**src/rtl/jt_sfg01_pkg.sv**
```systemverilog
// Shared constants and state types for the SFG-01 MIDI UART / IM2 vector unit.
// Holds bit timing, register offsets, status/command bit indices and FSM enums.
package jt_sfg01_pkg;

    localparam int unsigned CLK_DIV  = 114;             // clk cycles per MIDI bit
    localparam int unsigned HALF_DIV = CLK_DIV / 2;     // start-bit centring delay
    localparam int unsigned CNT_W    = $clog2(CLK_DIV);

    localparam logic [2:0] REG_KBD  = 3'd2;
    localparam logic [2:0] REG_MVEC = 3'd3;
    localparam logic [2:0] REG_EVEC = 3'd4;
    localparam logic [2:0] REG_DATA = 3'd5;
    localparam logic [2:0] REG_CMD  = 3'd6;
    localparam logic [2:0] REG_RSV  = 3'd7;

    localparam int unsigned ST_TXRDY   = 0;
    localparam int unsigned ST_RXRDY   = 1;
    localparam int unsigned ST_TXEMPTY = 2;
    localparam int unsigned ST_OE      = 4;
    localparam int unsigned ST_FE      = 5;

    localparam int unsigned CMD_TXEN = 0;
    localparam int unsigned CMD_RXEN = 2;
    localparam int unsigned CMD_TXIE = 3;
    localparam int unsigned CMD_ER   = 4;
    localparam int unsigned CMD_RXIE = 5;
    localparam int unsigned CMD_IR   = 6;

    typedef enum logic [1:0] {TX_IDLE, TX_START, TX_DATA, TX_STOP} tx_state_t;
    typedef enum logic [1:0] {RX_IDLE, RX_START, RX_DATA, RX_STOP} rx_state_t;

endpackage

```
**src/rtl/jt_sfg01_midi_if.sv**
```systemverilog
// Z80 cartridge-bus slice seen by the MIDI unit.
// master: CPU side drives strobes/address/data; slave: unit returns dout/dout_oe.
interface jt_sfg01_midi_if;
    logic       cs_n;
    logic [2:0] addr;
    logic       wr_n;
    logic       rd_n;
    logic       iorq_n;
    logic       mi;
    logic [7:0] din;
    logic [7:0] dout;
    logic       dout_oe;

    modport master (output cs_n, addr, wr_n, rd_n, iorq_n, mi, din,
                    input  dout, dout_oe);
    modport slave  (input  cs_n, addr, wr_n, rd_n, iorq_n, mi, din,
                    output dout, dout_oe);
endinterface

```
**src/rtl/jt_sfg01_midi_rx.sv**
```systemverilog
// MIDI 8N1 receiver: 2-FF synchronizer, start-bit centring, 8 data samples, stop check.
// Ports: clk, rst (full reset), clr (internal reset), rxen, midi_rx (async serial in),
//        data/stb/fe (received byte, one-cycle store strobe, bad stop bit).
// Macro JT_SFG01_MIDI_THRU_EN adds midi_thru: synced line delayed 2 clk.
module jt_sfg01_midi_rx
    import jt_sfg01_pkg::*;
(
    input  logic       clk,
    input  logic       rst,
    input  logic       clr,
    input  logic       rxen,
    input  logic       midi_rx,
    output logic [7:0] data,
    output logic       stb,
    output logic       fe
`ifdef JT_SFG01_MIDI_THRU_EN
    ,
    output logic       midi_thru
`endif
);

    logic             rx_s1, rx_s2, rx_s3;
    logic             fall_c;
    rx_state_t        state, state_d;
    logic [CNT_W-1:0] cnt, cnt_d;
    logic [2:0]       bit_cnt, bit_cnt_d;
    logic [7:0]       shift, shift_d, data_d;
    logic             stb_d, fe_d;

    // Synchronizer plus one extra stage for falling-edge detection
    always_ff @(posedge clk) begin
        if (rst) begin
            {rx_s1, rx_s2, rx_s3} <= 3'b111;
        end else begin
            {rx_s1, rx_s2, rx_s3} <= {midi_rx, rx_s1, rx_s2};
        end
    end

    assign fall_c = rx_s3 & ~rx_s2;

`ifdef JT_SFG01_MIDI_THRU_EN
    logic thru_q;
    always_ff @(posedge clk) begin
        if (rst) begin
            thru_q    <= 1'b1;
            midi_thru <= 1'b1;
        end else begin
            thru_q    <= rx_s2;
            midi_thru <= thru_q;
        end
    end
`endif

    always_ff @(posedge clk) begin
        if (rst || clr) begin
            state   <= RX_IDLE;
            cnt     <= '0;
            bit_cnt <= '0;
            shift   <= '0;
            data    <= '0;
            stb     <= 1'b0;
            fe      <= 1'b0;
        end else begin
            state   <= state_d;
            cnt     <= cnt_d;
            bit_cnt <= bit_cnt_d;
            shift   <= shift_d;
            data    <= data_d;
            stb     <= stb_d;
            fe      <= fe_d;
        end
    end

    // Next-state: every sample lands mid-bit thanks to the half-bit start delay
    always_comb begin
        state_d   = state;
        cnt_d     = cnt + CNT_W'(1);
        bit_cnt_d = bit_cnt;
        shift_d   = shift;
        data_d    = data;
        stb_d     = 1'b0;
        fe_d      = fe;
        unique case (state)
            RX_IDLE: begin
                cnt_d = '0;
                if (rxen && fall_c) state_d = RX_START;
            end
            RX_START: begin
                if (cnt == CNT_W'(HALF_DIV - 1)) begin
                    cnt_d     = '0;
                    bit_cnt_d = '0;
                    state_d   = rx_s2 ? RX_IDLE : RX_DATA;
                end
            end
            RX_DATA: begin
                if (cnt == CNT_W'(CLK_DIV - 1)) begin
                    cnt_d     = '0;
                    shift_d   = {rx_s2, shift[7:1]};
                    bit_cnt_d = bit_cnt + 3'd1;
                    if (bit_cnt == 3'd7) state_d = RX_STOP;
                end
            end
            RX_STOP: begin
                if (cnt == CNT_W'(CLK_DIV - 1)) begin
                    cnt_d   = '0;
                    stb_d   = 1'b1;
                    data_d  = shift;
                    fe_d    = ~rx_s2;
                    state_d = RX_IDLE;
                end
            end
            default: state_d = RX_IDLE;
        endcase
    end

endmodule

```
**src/rtl/jt_sfg01_midi.sv**
```systemverilog
// SFG-01 MIDI UART (31250 baud 8N1) with interrupt request and Z80 IM2 vector supply.
// Ports: clk, rst (sync, active-high), bus (CPU slice, slave modport), ext_irq_n
//        (keyboard irq, async), midi_rx (async serial in), midi_tx, int_n.
// dout/dout_oe are combinational so read data and vectors follow the strobes.
// Macro JT_SFG01_MIDI_THRU_EN adds the midi_thru output.
module jt_sfg01_midi
    import jt_sfg01_pkg::*;
(
    input  logic           clk,
    input  logic           rst,
    jt_sfg01_midi_if.slave bus,
    input  logic           ext_irq_n,
    input  logic           midi_rx,
    output logic           midi_tx,
    output logic           int_n
`ifdef JT_SFG01_MIDI_THRU_EN
    ,
    output logic           midi_thru
`endif
);

    logic             wr_n_q, rd_n_q, cs_q;
    logic [2:0]       addr_q;
    logic [1:0]       ext_s;
    logic             wr_stb_c, wr_cmd_c, wr_data_c, soft_rst_c, rd_data_c;
    logic [7:0]       mvec, evec, tx_hold, rx_data, status_c, rd_mux_c;
    logic             txen, rxen, txie, rxie, rx_rdy, oe, fe, midi_irq_c;
    logic [7:0]       rx_byte;
    logic             rx_stb, rx_fe;
    tx_state_t        tx_state, tx_state_d;
    logic [CNT_W-1:0] tx_cnt, tx_cnt_d;
    logic [2:0]       tx_bit, tx_bit_d;
    logic [7:0]       tx_shift, tx_shift_d;
    logic             tx_rdy, tx_rdy_d, tx_load_c, tx_line_d, tx_cnt_end_c;

    // Strobe history for write-edge and read-release detection
    always_ff @(posedge clk) begin
        if (rst) begin
            wr_n_q <= 1'b1;
            rd_n_q <= 1'b1;
            cs_q   <= 1'b1;
            addr_q <= '0;
            ext_s  <= 2'b11;
        end else begin
            wr_n_q <= bus.wr_n;
            rd_n_q <= bus.rd_n;
            cs_q   <= bus.cs_n;
            addr_q <= bus.addr;
            ext_s  <= {ext_s[0], ext_irq_n};
        end
    end

    assign wr_stb_c   = ~bus.cs_n & ~bus.wr_n & wr_n_q;
    assign wr_cmd_c   = wr_stb_c & (bus.addr == REG_CMD);
    assign wr_data_c  = wr_stb_c & (bus.addr == REG_DATA);
    assign soft_rst_c = wr_cmd_c & bus.din[CMD_IR];
    assign rd_data_c  = bus.rd_n & ~rd_n_q & ~cs_q & (addr_q == REG_DATA);
    assign midi_irq_c = (rxie & rx_rdy) | (txie & txen & tx_rdy);

    // Vectors survive the internal reset
    always_ff @(posedge clk) begin
        if (rst) begin
            mvec    <= '0;
            evec    <= '0;
            tx_hold <= '0;
        end else begin
            if (wr_stb_c && bus.addr == REG_MVEC) mvec <= bus.din;
            if (wr_stb_c && bus.addr == REG_EVEC) evec <= bus.din;
            if (wr_data_c) tx_hold <= bus.din;
        end
    end

    // Command bits, RX status and interrupt line; a store beats a same-cycle RxRDY clear
    always_ff @(posedge clk) begin
        if (rst || soft_rst_c) begin
            {txen, rxen, txie, rxie} <= 4'b0000;
            rx_rdy  <= 1'b0;
            oe      <= 1'b0;
            fe      <= 1'b0;
            rx_data <= '0;
            int_n   <= 1'b1;
        end else begin
            if (wr_cmd_c) begin
                txen <= bus.din[CMD_TXEN];
                rxen <= bus.din[CMD_RXEN];
                txie <= bus.din[CMD_TXIE];
                rxie <= bus.din[CMD_RXIE];
                if (bus.din[CMD_ER]) begin
                    oe <= 1'b0;
                    fe <= 1'b0;
                end
            end
            if (rx_stb) begin
                rx_data <= rx_byte;
                rx_rdy  <= 1'b1;
                if (rx_rdy && !rd_data_c) oe <= 1'b1;
                if (rx_fe) fe <= 1'b1;
            end else if (rd_data_c) begin
                rx_rdy <= 1'b0;
            end
            int_n <= ~(midi_irq_c | ~ext_s[1]);
        end
    end

    jt_sfg01_midi_rx u_rx (
        .clk       (clk),
        .rst       (rst),
        .clr       (soft_rst_c),
        .rxen      (rxen),
        .midi_rx   (midi_rx),
        .data      (rx_byte),
        .stb       (rx_stb),
        .fe        (rx_fe)
`ifdef JT_SFG01_MIDI_THRU_EN
        ,
        .midi_thru (midi_thru)
`endif
    );

    // TX state register
    always_ff @(posedge clk) begin
        if (rst || soft_rst_c) begin
            tx_state <= TX_IDLE;
            tx_cnt   <= '0;
            tx_bit   <= '0;
            tx_shift <= '0;
            tx_rdy   <= 1'b1;
            midi_tx  <= 1'b1;
        end else begin
            tx_state <= tx_state_d;
            tx_cnt   <= tx_cnt_d;
            tx_bit   <= tx_bit_d;
            tx_shift <= tx_shift_d;
            tx_rdy   <= tx_rdy_d;
            midi_tx  <= tx_line_d;
        end
    end

    assign tx_cnt_end_c = (tx_cnt == CNT_W'(CLK_DIV - 1));

    // TX next-state; a full holding register at stop end chains straight into START
    always_comb begin
        tx_state_d = tx_state;
        tx_cnt_d   = tx_cnt + CNT_W'(1);
        tx_bit_d   = tx_bit;
        tx_shift_d = tx_shift;
        tx_rdy_d   = tx_rdy;
        tx_load_c  = 1'b0;
        tx_line_d  = 1'b1;
        unique case (tx_state)
            TX_IDLE: begin
                tx_cnt_d  = '0;
                tx_load_c = txen & ~tx_rdy;
            end
            TX_START: begin
                if (tx_cnt_end_c) begin
                    tx_cnt_d   = '0;
                    tx_bit_d   = '0;
                    tx_state_d = TX_DATA;
                end
            end
            TX_DATA: begin
                if (tx_cnt_end_c) begin
                    tx_cnt_d   = '0;
                    tx_bit_d   = tx_bit + 3'd1;
                    tx_shift_d = {1'b1, tx_shift[7:1]};
                    if (tx_bit == 3'd7) tx_state_d = TX_STOP;
                end
            end
            TX_STOP: begin
                if (tx_cnt_end_c) begin
                    tx_cnt_d   = '0;
                    tx_state_d = TX_IDLE;
                    tx_load_c  = txen & ~tx_rdy;
                end
            end
            default: tx_state_d = TX_IDLE;
        endcase
        if (tx_load_c) begin
            tx_state_d = TX_START;
            tx_cnt_d   = '0;
            tx_shift_d = tx_hold;
            tx_rdy_d   = 1'b1;
        end
        if (wr_data_c) tx_rdy_d = 1'b0;
        case (tx_state_d)
            TX_START: tx_line_d = 1'b0;
            TX_DATA:  tx_line_d = tx_shift_d[0];
            default:  tx_line_d = 1'b1;
        endcase
    end

    // Read data / IM2 vector mux; acknowledge takes priority over a register read
    always_comb begin
        status_c              = '0;
        status_c[ST_TXRDY]    = tx_rdy;
        status_c[ST_RXRDY]    = rx_rdy;
        status_c[ST_TXEMPTY]  = tx_rdy & (tx_state == TX_IDLE);
        status_c[ST_OE]       = oe;
        status_c[ST_FE]       = fe;
        case (bus.addr)
            REG_DATA:         rd_mux_c = rx_data;
            REG_CMD:          rd_mux_c = status_c;
            REG_KBD, REG_RSV: rd_mux_c = 8'hFF;
            default:          rd_mux_c = 8'h00;
        endcase
        bus.dout    = 8'h00;
        bus.dout_oe = 1'b0;
        if (!bus.mi && !bus.iorq_n) begin
            bus.dout_oe = 1'b1;
            bus.dout    = midi_irq_c ? mvec : evec;
        end else if (!bus.cs_n && !bus.rd_n) begin
            bus.dout_oe = 1'b1;
            bus.dout    = rd_mux_c;
        end
    end

endmodule

```
**src/flat_wrapper.sv**
```systemverilog
// flat-port wrapper written by rule: the top's interface ports become plain ports
module jt_sfg01_midi_flat import jt_sfg01_pkg::*;
  (clk, rst, ext_irq_n, midi_rx, midi_tx, int_n, bus_cs_n, bus_addr, bus_wr_n, bus_rd_n, bus_iorq_n, bus_mi, bus_din, bus_dout, bus_dout_oe);
  jt_sfg01_midi_if bus_i ();
  input  logic clk;
  input  logic rst;
  input  logic ext_irq_n;
  input  logic midi_rx;
  output logic midi_tx;
  output logic int_n;
  input wire logic [$bits(bus_i.cs_n)-1:0] bus_cs_n;
  input wire logic [$bits(bus_i.addr)-1:0] bus_addr;
  input wire logic [$bits(bus_i.wr_n)-1:0] bus_wr_n;
  input wire logic [$bits(bus_i.rd_n)-1:0] bus_rd_n;
  input wire logic [$bits(bus_i.iorq_n)-1:0] bus_iorq_n;
  input wire logic [$bits(bus_i.mi)-1:0] bus_mi;
  input wire logic [$bits(bus_i.din)-1:0] bus_din;
  output wire logic [$bits(bus_i.dout)-1:0] bus_dout;
  output wire logic [$bits(bus_i.dout_oe)-1:0] bus_dout_oe;
  assign bus_i.cs_n = bus_cs_n;
  assign bus_i.addr = bus_addr;
  assign bus_i.wr_n = bus_wr_n;
  assign bus_i.rd_n = bus_rd_n;
  assign bus_i.iorq_n = bus_iorq_n;
  assign bus_i.mi = bus_mi;
  assign bus_i.din = bus_din;
  assign bus_dout = bus_i.dout;
  assign bus_dout_oe = bus_i.dout_oe;
  jt_sfg01_midi u_core (.clk(clk), .rst(rst), .bus(bus_i), .ext_irq_n(ext_irq_n), .midi_rx(midi_rx), .midi_tx(midi_tx), .int_n(int_n));
endmodule
```
**config.mk**
```make
export PLATFORM = sky130hd
export DESIGN_NAME = jt_sfg01_midi_flat
export DESIGN_NICKNAME = d
export VERILOG_FILES = /design/src/rtl/jt_sfg01_pkg.sv /design/src/rtl/jt_sfg01_midi_if.sv /design/src/rtl/jt_sfg01_midi_rx.sv /design/src/rtl/jt_sfg01_midi.sv /design/src/flat_wrapper.sv
export SDC_FILE = /design/constraint.sdc
export NUM_CORES = 1
export LEC_CHECK = 0
export CORE_AREA = 2 2 103 105
export CTS_BUF_LIST = sky130_fd_sc_hd__clkbuf_8
export DETAILED_ROUTE_END_ITERATION = 8
export DIE_AREA = 0 0 105 107
export GPL_ROUTABILITY_DRIVEN = 0
export PLACE_DENSITY_LB_ADDON = 0.05
export RECOVER_POWER = 50
export REMOVE_ABC_BUFFERS = 1
export SLEW_MARGIN = 25
export SYNTH_ARGS = -nofsm -noshare
export SYNTH_HDL_FRONTEND = slang
export SYNTH_SLANG_ARGS = --single-unit
```
**constraint.sdc**
```tcl
create_clock -name clk -period 1.93 [get_ports clk]
set_input_delay 0.386 -clock clk [delete_from_list [all_inputs] [get_ports clk]]
set_output_delay 0.386 -clock clk [all_outputs]
set_load 0.005 [all_outputs]
```
==> key figures <==
Clock tree
  – Clock sink total: 103
  – Post-CTS Hold Buffers: 0
  – H-Tree Depth: 3
  – Clock root buffer: clkbuf_8
  – Total CTS buffers: 9
  – CTS tree: done
  – Clock Tree Buf Depth: 2
  – Clock transition at the registers of the reported paths: 0.10 ns
  – Clk Latency, worst-skew pair: 0.38 ns

STA
  – Max Slew Vio Count: 0
  – Final clock skew: 0.01506 ns
  – Final setup TNS: -1.155 ns
  – Unrepaired setup endpoints after global routing: yes
  – Final setup margin: -0.1786 ns
  – WHS: 0.4235 ns
  – Setup violations, final: 8
  – Max-slew headroom: 0.5134
  – Actual slew at the worst max-slew pin: 0.7300 ns
  – FMAX: 474.2 MHz
  – Final period util: 1.093
  – Fin crit period: 2.109 ns
  – Final hold violation count: 0

GRT
  – Grt total ovfl: 0
  – Vias in the first global route: 3310
  – Initial antenna violation count: 0
  – Overall routing resource usage: 0.1781
  – Largest net degree at the start of global routing: 37
  – Global-route wire length before repair: 15860 µm

Synthesis
  – Async S/R FF share, synth: 0
  – Flops & latches, synth: 103
  – Register area share after synthesis: 0.4759
  – Synthesized instance count: 471
  – Synth cell types: 48
  – Mapped Avg Cell Area: 9.199 µm²
  – Netlist Area Pre-Place: 4333 µm²
  – Main flop type after synthesis: dfxtp_1
  – Number of flops mapped to enable cells by yosys: 0
  – Synth warnings: 0

Drt
  – DR vias/cell: 5.092
  – Starting DRT DRC Count: 160
  – WL final: 9412 µm
  – Via count: 3432
  – Antenna Nets Post-Route: 0
  – Drt wl/cell: 13.96 µm
  – DRT Pass-1 Iters: 6
  – DRC Markers: 0

Placed design
  – Place WS: -0.7212 ns
  – Dpl cell area: 5011 µm²
  – Port buffer count: 30
  – HPWL after detailed placement: 6787 µm

Critical path
  – R2R depth: 7
  – Setup crit start kind: flop
  – Worst-path fanout max: 4
  – CP required: 1.54 ns
  – Worst EP arrival: 1.72 ns
  – R2r setup slk: 0.05 ns
  – Setup CP Type: reg -> out
  – CP endpoint kind: output port
  – FF-to-FF End: u_core.tx_shift[1]$_SDFFE_PP0P_
  – Crit Reg-Reg Startpoint: u_core.tx_cnt[1]$_SDFF_PP0_

Hold path
  – Hold Path Sink: u_core.ext_s[1]$_SDFF_PP1_
  – Hold Crit Class: reg -> reg
  – Hold depth: 1
  – Worst hold start: u_core.ext_s[0]$_SDFF_PP1_

Floorplan
  – Core Rows: 37
  – Core area: 10090 µm²
  – Area of the die: 11240 µm²
  – Die W: 105 µm
  – Starting density of the core: 0.4293
  – Die Y-Extent: 107 µm
  – Top Ports: 31

Power and ir drop
  – Max VDD drop: 0.0005200 V
  – Leakage: 2.197 nW
  – Pwr per Cell Area: 698.5 nW/µm²

Cells and area
  – Layout Nets: 566
  – Layout cells sized above 1: 0.2193
  – Ant diodes: 0
  – Syn-to-layout area delta: 25.50%
  – Layout Cell Area excl Fill: 5438 µm²

Outcome
  – Failing checks: negative setup slack
  – Outcome: finished with violations

Job
  – Max cap viols: 0
[per-stage QoR]
step / power, W / utilization / cells
2_1_floorplan: 0.002267 / - / 441
3_3_place_gp: 0.002415 / 0.4965 / 649
3_5_place_dp: 0.002417 / 0.4965 / 649
4_1_cts: 0.003858 / 0.5368 / 674
5_1_grt: 0.003946 / 0.5388 / 674
6_report: 0.003798 / 0.5388 / 674
[critical path, stage by stage (launching register included)]
cell	delay (ns)
dfxtp_2	0.34
a32oi_2	0.18
buf_4	0.16
buf_12	0.12
buf_6	0.10
mux2i_4	0.23
o22ai_2	0.08
buf_2	0.13
[where the power goes]
part           switching [W]  internal, W  total (W)
Sequential        0.00000863      0.00214    0.00215
Clock               0.000770     0.000656    0.00143
Combinational       0.000116     0.000107   0.000222
Total               0.000894      0.00290    0.00380
[worst max path at each step]
stage,depth (start not counted),end,startpoint
finish,7,bus_dout[7],u_core.tx_rdy$_SDFFE_PP1P_
global route,7,bus_dout[7],u_core.tx_rdy$_SDFFE_PP1P_
CTS,7,bus_dout[3],u_core.tx_rdy$_SDFFE_PP1P_
detailed placement,6,bus_dout[5],bus_addr[1]
global placement,6,bus_dout[0],bus_addr[1]
floorplan,5,u_core.tx_cnt[2]$_SDFF_PP0_,bus_cs_n
[Yosys cell counts, types with 3 or more instances]
master / instances / area, µm²
a222oi_1: 6 / 60.06
o32ai_1: 5 / 43.79
nor2b_1: 5 / 31.28
inv_1: 9 / 33.78
buf_2: 4 / 20.02
a21oi_1: 29 / 145.1
a22oi_1: 3 / 22.52
or2_2: 10 / 62.56
xor2_1: 5 / 43.79
nand4b_1: 3 / 26.28
buf_1: 3 / 11.26
and3_1: 5 / 31.28
nand2_1: 33 / 123.9
and2_1: 5 / 31.28
clkbuf_1: 21 / 78.83
dfxtp_1: 103 / 2062
nor3_1: 5 / 25.02
nor2_1: 84 / 315.3
ha_1: 13 / 162.7
nand4_1: 6 / 37.54
mux2i_1: 50 / 500.5
o21ai_0: 6 / 30.03
xnor2_1: 5 / 43.79
nand3_1: 16 / 80.08
o22ai_1: 3 / 18.77
o21a_1: 3 / 22.52
[sequential cells by signal, indices dropped and copies added, names as in the netlist, 2 cells and up, named ones only]
signal,cells
u_core.evec,8
u_core.mvec,8
u_core.rx_data,8
u_core.tx_hold,8
u_core.tx_shift,8
u_core.u_rx.data,8
u_core.u_rx.shift,8
u_core.tx_cnt,7
u_core.u_rx.cnt,7
u_core.addr_q,3
u_core.tx_bit,3
u_core.u_rx.bit_cnt,3
u_core.ext_s,2
u_core.tx_state,2
[what timing repair did]
item,CTS,global route
setup buffers,9,0
pin swaps,13,3
setup endpoints to repair,15,14
resized for setup,78,11
endpoints found under the hold margin,0,0
[final cells by class]
type | instances | area, µm²
timing repair buffer | 81 | 668.1
fill | 953 | 4654
multi-input combinational | 329 | 2290
clock buffer | 10 | 137.6
sequential | 103 | 2066
inverter | 9 | 33.78
clock inverter | 6 | 72.57
tap | 136 | 170.2
[logic make-up after synthesis]
group,Yosys count,share of synthesized area
buffers and inverters,39,0.03841
and+or+nand+nor,187,0.2059
AOI/OAI and AO/OA,68,0.1040
DFF,103,0.4759
xor gates and xnor gates,10,0.02021
muxes,51,0.1181
adders and majority gates,13,0.03754
[routing by layer]
metal  vias to the layer above  global-route usage  share of wire
li1                       1756                   -              -
met1                      1601              0.2299           0.48
met2                        62              0.2890           0.46
met3                        13             0.04559          0.037
met4                         0             0.06381          0.015
met5                         -                   0              0
[cells in the final DEF, fill, tap and decap left out, drive strengths merged, types with 3 or more instances in the layout]
cell type	count
a21oi	29
a222oi	6
a22oi	3
and2	6
and3	5
buf	55
clkbuf	15
clkdlybuf4s50	10
dfxtp	103
dlygate4sd2	7
dlygate4sd3	4
ha	13
inv	13
mux2i	50
nand2	33
nand3	16
nand4	6
nand4b	3
nor2	84
nor2b	6
nor3	5
o21a	3
o21ai	6
o22ai	3
o32ai	5
or2	10
xnor2	5
xor2	5
Note: power is estimated with default switching activity, not from simulation.
